`config.mk`:
```
export PLATFORM = sky130hd
export DESIGN_NAME = wb_burst_reader_flat
export DESIGN_NICKNAME = d
export VERILOG_FILES = /design/src/rtl/wb_burst_reader_if.sv /design/src/rtl/wb_burst_reader.sv /design/src/flat_wrapper.sv
export SDC_FILE = /design/constraint.sdc
export NUM_CORES = 1
export LEC_CHECK = 0
export CAP_MARGIN = 20
export CORE_MARGIN = 1.5
export CORE_UTILIZATION = 55
export CTS_BUF_LIST = sky130_fd_sc_hd__clkbuf_2
export CTS_CLUSTER_SIZE = 20
export DETAILED_ROUTE_END_ITERATION = 12
export PLACE_DENSITY = 0.84
export SLEW_MARGIN = 5
export SYNTH_ARGS = -nofsm -noshare
export SYNTH_HDL_FRONTEND = slang
export SYNTH_SLANG_ARGS = --single-unit
export TNS_END_PERCENT = 5
```
`constraint.sdc`:
```
create_clock -name wb_clk_i -period 3.85 [get_ports wb_clk_i]
set_input_delay 1.155 -clock wb_clk_i [delete_from_list [all_inputs] [get_ports wb_clk_i]]
set_output_delay 1.155 -clock wb_clk_i [all_outputs]
set_load 0.02 [all_outputs]
```
`src/rtl/wb_burst_reader_if.sv`:
```
// Bundle of the command port, Wishbone B3 master bus, output stream and status
// for wb_burst_reader; master is the reader's view, slave is the environment's.
interface wb_burst_reader_if #(
    parameter int aw = 32,
    parameter int dw = 32
);
    logic          cmd_valid_i;
    logic          cmd_ready_o;
    logic [aw-1:0] cmd_adr_i;
    logic [15:0]   cmd_len_i;

    logic [aw-1:0] wbm_adr_o;
    logic [dw-1:0] wbm_dat_o;
    logic [3:0]    wbm_sel_o;
    logic          wbm_we_o;
    logic [1:0]    wbm_bte_o;
    logic [2:0]    wbm_cti_o;
    logic          wbm_cyc_o;
    logic          wbm_stb_o;
    logic [dw-1:0] wbm_dat_i;
    logic          wbm_ack_i;
    logic          wbm_err_i;
    logic          wbm_rty_i;

    logic [dw-1:0] m_data_o;
    logic          m_valid_o;
    logic          m_ready_i;

    logic          busy_o;
    logic          done_o;
    logic          err_o;

    modport master (
        input  cmd_valid_i, cmd_adr_i, cmd_len_i,
        input  wbm_dat_i, wbm_ack_i, wbm_err_i, wbm_rty_i,
        input  m_ready_i,
        output cmd_ready_o,
        output wbm_adr_o, wbm_dat_o, wbm_sel_o, wbm_we_o, wbm_bte_o, wbm_cti_o,
        output wbm_cyc_o, wbm_stb_o,
        output m_data_o, m_valid_o,
        output busy_o, done_o, err_o
    );

    modport slave (
        output cmd_valid_i, cmd_adr_i, cmd_len_i,
        output wbm_dat_i, wbm_ack_i, wbm_err_i, wbm_rty_i,
        output m_ready_i,
        input  cmd_ready_o,
        input  wbm_adr_o, wbm_dat_o, wbm_sel_o, wbm_we_o, wbm_bte_o, wbm_cti_o,
        input  wbm_cyc_o, wbm_stb_o,
        input  m_data_o, m_valid_o,
        input  busy_o, done_o, err_o
    );
endinterface

```
`src/rtl/wb_burst_reader.sv`:
```
// Wishbone B3 burst-read master: splits a (adr, len) command into linear
// incrementing bursts and streams the returned words out through a FWFT FIFO.
// Handshakes: a command transfers on cmd_valid_i & cmd_ready_o, a stream word on
// m_valid_o & m_ready_i, a bus beat on wbm_stb_o & (wbm_ack_i | wbm_err_i | wbm_rty_i).
module wb_burst_reader #(
    parameter int aw         = 32,
    parameter int dw         = 32,
    parameter int max_burst  = 16,
    parameter int fifo_depth = 32
) (
    input  logic              wb_clk_i,
    input  logic              wb_rst_i,
    wb_burst_reader_if.master bus,
    output logic [1:0]        dbg_state
);
    localparam int cw = $clog2(fifo_depth);
    localparam int bw = $clog2(max_burst) + 1;

    localparam logic [1:0] st_idle  = 2'd0;
    localparam logic [1:0] st_wait  = 2'd1;
    localparam logic [1:0] st_burst = 2'd2;
    localparam logic [1:0] st_gap   = 2'd3;

    logic [1:0]    state;
    logic [aw-1:0] adr;
    logic [15:0]   rem;
    logic [bw-1:0] beats;
    logic [2:0]    cti;
    logic          cyc;
    logic          cmd_ready;
    logic          done;
    logic          err;

    logic [dw-1:0] mem [fifo_depth];
    logic [cw:0]   wr_ptr;
    logic [cw:0]   rd_ptr;
    logic [cw:0]   count;
    logic [cw:0]   free;
    logic          valid;

    logic [15:0]   blen;
    logic          accept;
    logic          bus_fault;
    logic          push;
    logic          pop;

    assign count     = wr_ptr - rd_ptr;
    assign free      = (cw + 1)'(fifo_depth) - count;
    assign valid     = (count != '0) && !wb_rst_i;
    assign blen      = (rem < 16'(max_burst)) ? rem : 16'(max_burst);
    assign accept    = bus.cmd_valid_i && cmd_ready;
    assign bus_fault = cyc && (bus.wbm_err_i || bus.wbm_rty_i);
    assign push      = cyc && bus.wbm_ack_i && !bus_fault;
    assign pop       = valid && bus.m_ready_i;

    // Reset masks the bus strobes and handshakes in the very cycle it is raised.
    assign bus.wbm_cyc_o   = cyc && !wb_rst_i;
    assign bus.wbm_stb_o   = cyc && !wb_rst_i;
    assign bus.cmd_ready_o = cmd_ready && !wb_rst_i;
    assign bus.m_valid_o   = valid;
    assign bus.m_data_o    = mem[rd_ptr[cw-1:0]];
    assign bus.wbm_adr_o   = adr;
    assign bus.wbm_cti_o   = cti;
    assign bus.wbm_dat_o   = '0;
    assign bus.wbm_sel_o   = 4'hf;
    assign bus.wbm_we_o    = 1'b0;
    assign bus.wbm_bte_o   = 2'b00;
    assign bus.busy_o      = (state != st_idle);
    assign bus.done_o      = done;
    assign bus.err_o       = err;
    assign dbg_state       = state;

    always_ff @(posedge wb_clk_i) begin
        if (wb_rst_i) begin
            state     <= st_idle;
            adr       <= '0;
            rem       <= '0;
            beats     <= '0;
            cti       <= 3'b000;
            cyc       <= 1'b0;
            cmd_ready <= 1'b0;
            done      <= 1'b0;
            err       <= 1'b0;
        end else begin
            done <= 1'b0;
            case (state)
                st_idle: begin
                    cmd_ready <= 1'b1;
                    if (accept) begin
                        adr <= bus.cmd_adr_i;
                        rem <= bus.cmd_len_i;
                        err <= 1'b0;
                        if (bus.cmd_len_i == 16'd0) begin
                            done <= 1'b1;
                        end else begin
                            state     <= st_wait;
                            cmd_ready <= 1'b0;
                        end
                    end
                end
                st_wait: begin
                    // Only start once the whole burst fits, so acks never meet a full FIFO.
                    if (16'(free) >= blen) begin
                        state <= st_burst;
                        cyc   <= 1'b1;
                        beats <= bw'(blen);
                        cti   <= (blen == 16'd1) ? 3'b000 : 3'b010;
                    end
                end
                st_burst: begin
                    if (bus_fault) begin
                        state     <= st_idle;
                        cyc       <= 1'b0;
                        cti       <= 3'b000;
                        rem       <= '0;
                        beats     <= '0;
                        err       <= 1'b1;
                        done      <= 1'b1;
                        cmd_ready <= 1'b1;
                    end else if (bus.wbm_ack_i) begin
                        adr   <= adr + aw'(1);
                        rem   <= rem - 16'd1;
                        beats <= beats - bw'(1);
                        if (beats == bw'(1)) begin
                            state <= st_gap;
                            cyc   <= 1'b0;
                            cti   <= 3'b000;
                        end else if (beats == bw'(2)) begin
                            cti <= 3'b111;
                        end
                    end
                end
                default: begin
                    if (rem != 16'd0) begin
                        state <= st_wait;
                    end else begin
                        state     <= st_idle;
                        done      <= 1'b1;
                        cmd_ready <= 1'b1;
                    end
                end
            endcase
        end
    end

    always_ff @(posedge wb_clk_i) begin
        if (wb_rst_i) begin
            wr_ptr <= '0;
            rd_ptr <= '0;
        end else begin
            if (push) wr_ptr <= wr_ptr + (cw + 1)'(1);
            if (pop)  rd_ptr <= rd_ptr + (cw + 1)'(1);
        end
    end

    always_ff @(posedge wb_clk_i) begin
        if (push && !wb_rst_i) mem[wr_ptr[cw-1:0]] <= bus.wbm_dat_i;
    end
endmodule

```
`src/flat_wrapper.sv`:
```
// flat-port wrapper written by rule: the top's interface ports become plain ports
module wb_burst_reader_flat 
#(
    parameter int aw         = 32,
    parameter int dw         = 32,
    parameter int max_burst  = 16,
    parameter int fifo_depth = 32
)
  (wb_clk_i, wb_rst_i, dbg_state, bus_cmd_valid_i, bus_cmd_adr_i, bus_cmd_len_i, bus_wbm_dat_i, bus_wbm_ack_i, bus_wbm_err_i, bus_wbm_rty_i, bus_m_ready_i, bus_cmd_ready_o, bus_wbm_adr_o, bus_wbm_dat_o, bus_wbm_sel_o, bus_wbm_we_o, bus_wbm_bte_o, bus_wbm_cti_o, bus_wbm_cyc_o, bus_wbm_stb_o, bus_m_data_o, bus_m_valid_o, bus_busy_o, bus_done_o, bus_err_o);
  wb_burst_reader_if #(.aw(aw), .dw(dw)) bus_i ();
  input  logic wb_clk_i;
  input  logic wb_rst_i;
  output logic [1:0] dbg_state;
  input wire logic [$bits(bus_i.cmd_valid_i)-1:0] bus_cmd_valid_i;
  input wire logic [$bits(bus_i.cmd_adr_i)-1:0] bus_cmd_adr_i;
  input wire logic [$bits(bus_i.cmd_len_i)-1:0] bus_cmd_len_i;
  input wire logic [$bits(bus_i.wbm_dat_i)-1:0] bus_wbm_dat_i;
  input wire logic [$bits(bus_i.wbm_ack_i)-1:0] bus_wbm_ack_i;
  input wire logic [$bits(bus_i.wbm_err_i)-1:0] bus_wbm_err_i;
  input wire logic [$bits(bus_i.wbm_rty_i)-1:0] bus_wbm_rty_i;
  input wire logic [$bits(bus_i.m_ready_i)-1:0] bus_m_ready_i;
  output wire logic [$bits(bus_i.cmd_ready_o)-1:0] bus_cmd_ready_o;
  output wire logic [$bits(bus_i.wbm_adr_o)-1:0] bus_wbm_adr_o;
  output wire logic [$bits(bus_i.wbm_dat_o)-1:0] bus_wbm_dat_o;
  output wire logic [$bits(bus_i.wbm_sel_o)-1:0] bus_wbm_sel_o;
  output wire logic [$bits(bus_i.wbm_we_o)-1:0] bus_wbm_we_o;
  output wire logic [$bits(bus_i.wbm_bte_o)-1:0] bus_wbm_bte_o;
  output wire logic [$bits(bus_i.wbm_cti_o)-1:0] bus_wbm_cti_o;
  output wire logic [$bits(bus_i.wbm_cyc_o)-1:0] bus_wbm_cyc_o;
  output wire logic [$bits(bus_i.wbm_stb_o)-1:0] bus_wbm_stb_o;
  output wire logic [$bits(bus_i.m_data_o)-1:0] bus_m_data_o;
  output wire logic [$bits(bus_i.m_valid_o)-1:0] bus_m_valid_o;
  output wire logic [$bits(bus_i.busy_o)-1:0] bus_busy_o;
  output wire logic [$bits(bus_i.done_o)-1:0] bus_done_o;
  output wire logic [$bits(bus_i.err_o)-1:0] bus_err_o;
  assign bus_i.cmd_valid_i = bus_cmd_valid_i;
  assign bus_i.cmd_adr_i = bus_cmd_adr_i;
  assign bus_i.cmd_len_i = bus_cmd_len_i;
  assign bus_i.wbm_dat_i = bus_wbm_dat_i;
  assign bus_i.wbm_ack_i = bus_wbm_ack_i;
  assign bus_i.wbm_err_i = bus_wbm_err_i;
  assign bus_i.wbm_rty_i = bus_wbm_rty_i;
  assign bus_i.m_ready_i = bus_m_ready_i;
  assign bus_cmd_ready_o = bus_i.cmd_ready_o;
  assign bus_wbm_adr_o = bus_i.wbm_adr_o;
  assign bus_wbm_dat_o = bus_i.wbm_dat_o;
  assign bus_wbm_sel_o = bus_i.wbm_sel_o;
  assign bus_wbm_we_o = bus_i.wbm_we_o;
  assign bus_wbm_bte_o = bus_i.wbm_bte_o;
  assign bus_wbm_cti_o = bus_i.wbm_cti_o;
  assign bus_wbm_cyc_o = bus_i.wbm_cyc_o;
  assign bus_wbm_stb_o = bus_i.wbm_stb_o;
  assign bus_m_data_o = bus_i.m_data_o;
  assign bus_m_valid_o = bus_i.m_valid_o;
  assign bus_busy_o = bus_i.busy_o;
  assign bus_done_o = bus_i.done_o;
  assign bus_err_o = bus_i.err_o;
  wb_burst_reader #(.aw(aw), .dw(dw), .max_burst(max_burst), .fifo_depth(fifo_depth)) u_core (.wb_clk_i(wb_clk_i), .wb_rst_i(wb_rst_i), .bus(bus_i), .dbg_state(dbg_state));
endmodule
```
## Word level (Yosys, flattened, before mapping)

Memories as Yosys holds them, arrays and structs flattened. A register that Yosys moved wholly into a read port is not among the register bits.
Cells that the tools add are included.

| word-level totals | value |
|---|---|
| bits in registers | 74 |
| bits in writable memories | 1,024 |
| input bits | 87 |
| logic and storage cells | 112 |
| memories | 1 |

Memories:

| memory | words | bits a word | rd ports | clocked after memory_dff | wr ports | line | text |
|---|---|---|---|---|---|---|---|
| u_core.mem | 32 | 32 | 1 | 1 | 1 | wb_burst_reader.sv:34 | `logic [dw-1:0] mem [fifo_depth];` |

| cells by class | value |
|---|---|
| add/subtract/negate cells | 7 |
| magnitude comparators | 2 |
| equal/unequal tests | 15 |
| muxes and demuxes | 48 |
| bitwise gates (word level) | 1 |
| reductions and logical operators | 27 |

Operators with widths:

| operator | number |
|---|---|
| $mux 32 | 3 |
| $mux 16 | 4 |
| $pmux 32 s2 | 1 |
| $add 32x1->32 const B | 1 |
| $pmux 16 s2 | 1 |
| $mux 5 | 5 |
| $eq 16x1->1 const B | 1 |
| $ge 6x16->1 | 1 |
| $logic_not 16->1 | 1 |
| $lt 16x5->1 const B | 1 |
| $reduce_bool 16->1 | 1 |
| $sub 16x1->16 const B | 1 |
| $mux 1 | 15 |
| $mux 3 | 5 |
| $mux 2 | 7 |
| $add 6x1->6 const B | 2 |
| $reduce_and 3->1 | 4 |
| $reduce_and 4->1 | 3 |
| $pmux 5 s2 | 1 |
| $logic_and 1x1->1 | 9 |
| $ne 2x1->1 const B | 3 |
| $ne 2x2->1 const B | 3 |
| $pmux 1 s3 | 2 |
| $pmux 2 s3 | 1 |
| 20 further kinds | 24 |

## Longest topological paths before layout

Gate-level depths: netlist of the first run.

| logic depth | value |
|---|---|
| depth in word-level cells | 7 |
| depth in mapped cells | 16 |
| mapped depth without buffers | 15 |

## Worst setup path before layout of the first run

No wires, ideal clock.

| timing | value |
|---|---|
| path type | in2reg |
| from | input wb_rst_i |
| to | memory u_core.mem[29][0] (enable) |
| arrival time | 3.586 ns |
| required time | 3.429 ns |
| slack | -0.157 ns |
| stages on the path | 5 |
| path buffers | 1 |
| path through | clkbuf_1 > nor2b_1 > and3_1 > nand2_1 > nor2_1 |

| on the way | value |
|---|---|
| longest elaborated chain between the ends | 4 |

RTL lines:

| what | line | text |
|---|---|---|
| start: declaration | flat_wrapper.sv:12 | `input logic wb_rst_i;` |
| $logic_not 1->1 | wb_burst_reader.sv:157 | `if (push && !wb_rst_i) mem[wr_ptr[cw-1:0]] <= bus.wbm_dat_i;` |
| $logic_and 1x1->1 | wb_burst_reader.sv:157 |  |
| $mux 1 | wb_burst_reader.sv:157 |  |
| $mux 1 (implied by the code) | wb_burst_reader.sv:157 |  |
| end: declaration | wb_burst_reader.sv:34 |  |

No other way between the ends.

==> results of run 1 <==
[worst max path at each step]
stage                     startpoint                          end  slack [ps]  depth (start not counted)
final                       register             bus_m_data_o[30]       -1220                          7
after global routing        register             bus_m_data_o[30]       -1340                          7
after CTS                   register             bus_m_data_o[27]       -1380                          6
after detailed placement    register             bus_m_data_o[22]         -70                          6
after global placement      register             bus_m_data_o[12]           8                          6
after floorplan             wb_rst_i  u_core.mem[29][0]$_DFFE_PP_        -160                          5
[layout make-up]
cell class | instances | area [µm²] | area share [%]
Antenna cell | 8 | 20.02 | 0.03869
Clock buffer | 406 | 2032 | 3.927
Clock inverter | 62 | 339.1 | 0.6554
Inverter | 24 | 90.09 | 0.1741
Multi-Input combinational cell | 959 | 11510 | 22.25
Sequential cell | 1102 | 32330 | 62.49
Tap cell | 1050 | 1314 | 2.539
Timing Repair Buffer | 342 | 4103 | 7.930
[critical path, cell delays in order, from the launching register on]
cell and delay (ps):
dfxtp_4 440, buf_12 160, buf_16 180, clkbuf_16 180
mux4_2 550, mux4_2 510, mux2_4 300, buf_6 130
[cell families after synthesis]
kind of cell / after synthesis
and+or+nand+nor: 320
DFF: 1102
muxes: 356
xor gates and xnor gates: 16
other: 2
AOI/OAI and AO/OA: 200
adders and majority gates: 27
buffers and inverters: 181
[metrics by stage]
step                hold WS (ps)  instances
finish                     313.6       3953
global route               215.4       3953
CTS                        169.0       3910
detailed placement         469.1       3436
global placement           462.3       3436
floorplan                  449.3       2242
[power groups by stage]
stage / clock, W / combinational (W) / sequential, W
detailed placement: 0 / 0.00781 / 0.0138
global placement: 0 / 0.00749 / 0.0138
finish: 0.00779 / 0.00875 / 0.0135
CTS: 0.00769 / 0.00787 / 0.0135
floorplan: 0 / 0.00523 / 0.0138
global route: 0.00840 / 0.00926 / 0.0136
[synth_stat cells, drive strengths merged, types with 11 or more instances]
| cell type | instances | share of area [%] |
|---|---|---|
| mux2 | 33 | 0.84 |
| or3 | 16 | 0.23 |
| nor2 | 111 | 0.94 |
| clkbuf | 76 | 0.74 |
| nand2 | 68 | 0.58 |
| inv | 24 | 0.20 |
| xor2 | 11 | 0.22 |
| edfxtp | 1024 | 69 |
| o21ai | 39 | 0.44 |
| ha | 26 | 0.74 |
| nand3 | 26 | 0.31 |
| a21oi | 58 | 0.68 |
| nand4 | 13 | 0.27 |
| and3 | 15 | 0.24 |
| dfxtp | 78 | 3.5 |
| a22oi | 17 | 0.29 |
| buf | 80 | 1.1 |
| nor3 | 24 | 0.31 |
| mux4 | 320 | 16 |
| a31oi | 19 | 0.27 |
[flip-flops by register name (all words and copies together) (netlist names), named ones only]
| signal | flops |
|---|---|
| u_core.rd_ptr | 6 |
| u_core.bus.wbm_adr_o | 32 |
| u_core.beats | 5 |
| u_core.rem | 16 |
| u_core.wr_ptr | 6 |
| u_core.cyc | 1 |
| u_core.dbg_state | 2 |
| u_core.cmd_ready | 1 |
| u_core.bus.wbm_cti_o | 2 |
| u_core.mem | 1024 |
| u_core.bus.done_o | 1 |
| u_core.bus.err_o | 1 |
[layer usage]
layer  GRT usage (%)  part of all wire (%)
met5               0                 0.033
met4           13.11                   4.9
met3           6.566                    11
met2           47.29                    51
met1           35.99                    33
[timing repair]
action / 4_1_cts / 5_1_grt
endpoints found under the hold margin: 0 / 0
gates cloned: 0 / 8
buffers inserted: 6 / 23
resized for setup: 109 / 126
pin swaps: 0 / 1
setup endpoints to repair: 40 / 33
==> summary.txt, run 1 <==
Routing
  – Vias/cell: 6.614
  – Initial DRC count: 3737
  – Drt wl/cell: 31.55 µm
  – Vias: 26140
  – DRT Pass-1 Iters: 6
  – # DRC: 0
  – Final ANT Viol Nets: 0
  – Routed WL: roughly 120000 µm

Global route
  – Total gr overflow: 0
  – Antenna violations before repair: 9
  – First-pass GRT wire length: 167200 µm
  – Gr usage total: between 20% and 30%
  – Largest net degree at the start of global routing: 51
  – Vias in the first global route: 26050

STA
  – Final period util: 131.8%
  – Layout Skew: around 210 ps
  – Worst-Margin Slew: 1112 ps
  – Peak Freq: 197.1 MHz
  – Final setup violation count: 33
  – Setup tns final: -36670 ps
  – RSZ-0062 raised after global routing: yes
  – Max Slew Vio Count: 0
  – Period minus WS final: 5075 ps
  – Final Hold Viols: 0
  – Fin worst setup slack: -1225 ps
  – Worst slew margin: 25.64%

Die
  – Die H: 286.6 µm
  – IO Pins: 202
  – Core ar.: 79260 µm²
  – Width of the die: between 200 and 300 µm
  – Site Rows: 103
  – Initial Utilization: between 50% and 60%
  – Die area: between 80000 and 90000 µm²

Power
  – Internal power consumption: 0.02088 W
  – Tot Pwr: 0.03009 W
  – VDD IR max: around 0.32 mV
  – Switch share: 30.60%
  – Sequential share of power: 45.0%
  – Cell leakage power: 16.79 nW
  – PwrDens: 581.5 nW/µm²
  – NetSw: 0.009207 W
  – Comb power frac: 29.1%
  – Clock share of power: 25.9%

Worst setup path
  – CP arrival: 3920 ps
  – CP Launch Type: register
  – Crit path capture type: output pin
  – Cells on worst reg2reg path: 16
  – CP required: 2690 ps
  – Worst r2r src: u_core.wr_ptr[0]$_SDFFE_PP0P_
  – Setup CP Type: reg2out
  – Crit path max fanout: 8
  – Worst R2R End: u_core.dbg_state[0]$_SDFFE_PP0P_
  – R2r setup slk: 600 ps

Layout
  – Fill cells: 5026
  – Most frequent cells in the layout: edfxtp_1, clkbuf_2, mux4_2, clkdlybuf4s50_1, buf_4
  – Ratio of cells with drive above 1 in the final layout: between 30% and 40%
  – Commonest non-fill, non-tap cell in the layout: edfxtp_1
  – Layout area overhead: 16.94%
  – Final core occ: 65.28%
  – Nets: ~2800
  – Cell area after layout: roughly 52000 µm²

Synth
  – Post-synth EDFFs: ~1000
  – Library cells used by synthesis: between 70 and 80
  – Synth Area in Adders: 0.7805%
  – Synth warn: 0
  – Complex-gate fraction of the synthesized area: 2.947%
  – Sequential fraction of the synthesis area: 73.03%
  – Synthesized cell area: 44240 µm²
  – Synth Flop Type: edfxtp_1
  – Mux cell area share after synthesis: 17.20%
  – Post-Synthesis Cells: 2204
  – Largest family of logic cells by synthesized area: multiplexers
  – Flops & latches, synth: 1102
  – Post-synthesis xor/xnor area fraction: 0.3167%
  – Post-synth ARST share: 0%
  – Syn_area_per_cell: 20.07 µm²
  – Synth Area in Simple Gates: 3.648%

Clock network
  – Clock tree buffer depth: 4
  – H-tree depth: 5
  – CTS clk-pin slew, worst paths: 110 ps
  – CTS root buffer: clkbuf_2
  – Post-CTS Hold Fix Bufs: 0
  – Sink Count: between 1000 and 1500
  – Clk_lat worst skew: about 1500 ps
  – CTS buffer count: approximately 280
  – CTS tree: yes

Worst hold path
  – Hold_sp: wb_rst_i
  – Worst hold path class: in2reg
  – Worst Hold End: u_core.rd_ptr[5]$_SDFFE_PP0P_
  – Hold path cells: 3

Placement
  – Area post-placement: slightly below 50000 µm²
  – I/O Buffers: between 150 and 200
  – Final GP Congestion: 0.8927
  – Place WS: -72.68 ps
  – Hpwl dp: 64960 µm

Job
  – Max-cap violations: 0

Outcome
  – Violated checks: negative setup slack
  – Run status: complete, but fails checks
Power figures use the tool's default switching activity.
==> inputs of run 2 (changes only) <==
--- a/config.mk
+++ b/config.mk
@@ -12,7 +12,7 @@
 export CTS_CLUSTER_SIZE = 20
 export DETAILED_ROUTE_END_ITERATION = 12
 export PLACE_DENSITY = 0.84
-export SLEW_MARGIN = 5
+export SLEW_MARGIN = 40
 export SYNTH_ARGS = -nofsm -noshare
 export SYNTH_HDL_FRONTEND = slang
 export SYNTH_SLANG_ARGS = --single-unit
==> summary.txt, run 2 (synthesized netlist as in run 1, its figures left out) <==
Die
  – Die area: 82160 µm² (unchanged)
  – Initial Utilization: 55.82% (unchanged)
  – Core ar.: 79260 µm² (unchanged)
  – Die H: 286.6 µm (unchanged)
  – IO Pins: 202 (unchanged)
  – Site Rows: 103 (unchanged)
  – Width of the die: 286.6 µm (unchanged)

STA
  – Worst-Margin Slew: 961.2 ps (-150.7 ps)
  – Final setup violation count: 33 (unchanged)
  – Final Hold Viols: 0 (unchanged)
  – Max Slew Vio Count: 0 (unchanged)
  – Worst slew margin: 35.92% (+10 points)
  – Peak Freq: 198.1 MHz (+0.53%)
  – Layout Skew: 199.0 ps (-13.24 ps)
  – RSZ-0062 raised after global routing: yes
  – Fin worst setup slack: -1198 ps (+27.00 ps)
  – Period minus WS final: 5048 ps (-27.00 ps)
  – Final period util: 131.1% (-0.70 points)

Global route
  – First-pass GRT wire length: 172200 µm (+3.0%)
  – Gr usage total: 29.46% (+0.95 points)
  – Vias in the first global route: 26480 (+1.7%)
  – Antenna violations before repair: 8 (-1)
  – Largest net degree at the start of global routing: 51 (unchanged)
  – Total gr overflow: 0 (unchanged)

Clock network
  – H-tree depth: 5 (unchanged)
  – CTS tree: yes
  – Clk_lat worst skew: 1540 ps (+40 ps)
  – Post-CTS Hold Fix Bufs: 0 (unchanged)
  – CTS buffer count: 283 (unchanged)
  – CTS root buffer: clkbuf_2
  – CTS clk-pin slew, worst paths: 160 ps (+50 ps)
  – Sink Count: 1102 (unchanged)
  – Clock tree buffer depth: 4 (unchanged)

Power
  – VDD IR max: 0.3175 mV (about the same)
  – Tot Pwr: 0.02970 W (-1.3%)
  – Cell leakage power: 16.71 nW (-0.50%)
  – PwrDens: 577.9 nW/µm² (-0.63%)

Worst setup path
  – Setup CP Type: reg2out
  – Crit path max fanout: 8 (unchanged)
  – CP arrival: 3890 ps (-30 ps)
  – Cells on worst reg2reg path: 13 (-3)
  – CP Launch Type: register
  – R2r setup slk: 680 ps (+80 ps)
  – Worst R2R End: u_core.dbg_state[1]$_SDFFE_PP0P_
  – CP endpoint: bus_m_data_o[6]
  – Crit path capture type: output pin
  – CP required: 2690 ps (about the same)
  – Worst r2r src: u_core.rd_ptr[2]$_SDFFE_PP0P_

Routing
  – # DRC: 0 (unchanged)
  – Initial DRC count: 3806 (+1.8%)
  – Vias/cell: 6.537 (-1.2%)
  – DRT Pass-1 Iters: 8 (+2)
  – Vias: 25760 (-1.5%)
  – Drt wl/cell: 30.96 µm (-1.9%)
  – Routed WL: 122000 µm (-2.2%)
  – Final ANT Viol Nets: 0 (unchanged)

Placement
  – Placed insts: 3436 (unchanged)
  – I/O Buffers: 162 (unchanged)
  – Hpwl dp: 63800 µm (-1.8%)
  – Final GP Congestion: 0.8927 (unchanged)

Outcome
  – Violated checks: negative setup slack
  – Run status: complete, but fails checks

Layout
  – Layout area overhead: 16.18%
  – Max reg flops: 1024 (unchanged)
  – Most frequent cells in the layout: edfxtp_1, clkbuf_2, mux4_2, clkdlybuf4s50_1, buf_4
  – Ratio of cells with drive above 1 in the final layout: 36.77% (+0.36 points)
  – Non-filler cells, final: 3941 (-0.30%)
  – Nets: 2817 (-0.32%)
  – Commonest non-fill, non-tap cell in the layout: edfxtp_1

Job
  – Max-cap violations: 0 (unchanged)

Worst hold path
  – Worst hold path class: in2reg
==> run 2: stage by stage <==
| stage | util [%] | cell area (µm²) | worst slack (ps) | hold WS [ps] | setup TNS [ps] |
|---|---|---|---|---|---|
| after CTS | 64.74 | 51310 | -1279 | 65.38 | -38810 |
| after floorplan | - | 44390 | -157.3 | 449.3 | -157560 |
| final | 64.85 | 51400 | -1198 | 89.15 | -35640 |
| after global placement | 61.36 | 48630 | 7.538 | 462.3 | 0 |
| after global routing | 64.85 | 51400 | -1366 | -40.48 | -42820 |
| after detailed placement | 61.35 | 48620 | -41.76 | 468.8 | -45.26 |
==> run 2: worst min path at each step <==
stage / start / endpoint / slack, ps / cells past startpoint
2_1_floorplan: u_core.rem[15]$_SDFFE_PP0P_ / u_core.rem[15]$_SDFFE_PP0P_ / 450 / 2
3_3_place_gp: u_core.rem[15]$_SDFFE_PP0P_ / u_core.rem[15]$_SDFFE_PP0P_ / 460 / 2
3_5_place_dp: u_core.rem[15]$_SDFFE_PP0P_ / u_core.rem[15]$_SDFFE_PP0P_ / 470 / 2
4_1_cts: bus_wbm_dat_i[13] / u_core.mem[3][13]$_DFFE_PP_ / 70 / 1
5_1_grt: bus_wbm_dat_i[14] / u_core.mem[19][14]$_DFFE_PP_ / -40 / 1
6_report: bus_wbm_dat_i[14] / u_core.mem[20][14]$_DFFE_PP_ / 90 / 1
==> run 2: report_power, final <==
group / leakage (nW) / total (W) / internal [W] / switching [W]
registers: 9.84 / 0.0135 / 0.0133 / 0.000280
clock network: 1.80 / 0.00767 / 0.00295 / 0.00472
logic: 5.07 / 0.00850 / 0.00445 / 0.00406
==> run 2: area by class of cell <==
class	instances	area, µm²
antenna	11	27.53
clock buffer	371	1857
clock inverter	91	495.5
fill	5101	27860
inverter	24	90.09
multi-input combinational	959	11490
sequential	1102	32330
tap	1050	1314
timing repair buffer	333	3796
==> run 2: layer usage <==
metal	part of all wire, %	track usage (%)	up-vias
met3	11	6.860	408
met1	33	37.10	12950
met4	4.7	14.46	4
met5	0.014	0	-
met2	51	48.50	2170
li1	-	-	10230
==> run 2: critical path, cell delays in order, from the launching register on <==
cell,delay [ps]
dfxtp_4,410
buf_12,130
buf_16,170
buf_12,140
buf_12,130
mux4_2,520
mux4_2,500
mux2_4,310
buf_6,140
==> run 2: what timing repair did <==
item,CTS,global route
pin swaps,0,1
gates resized for setup,177,47
cloned,3,1
buffers inserted,15,14
setup endpoints to repair,44,36
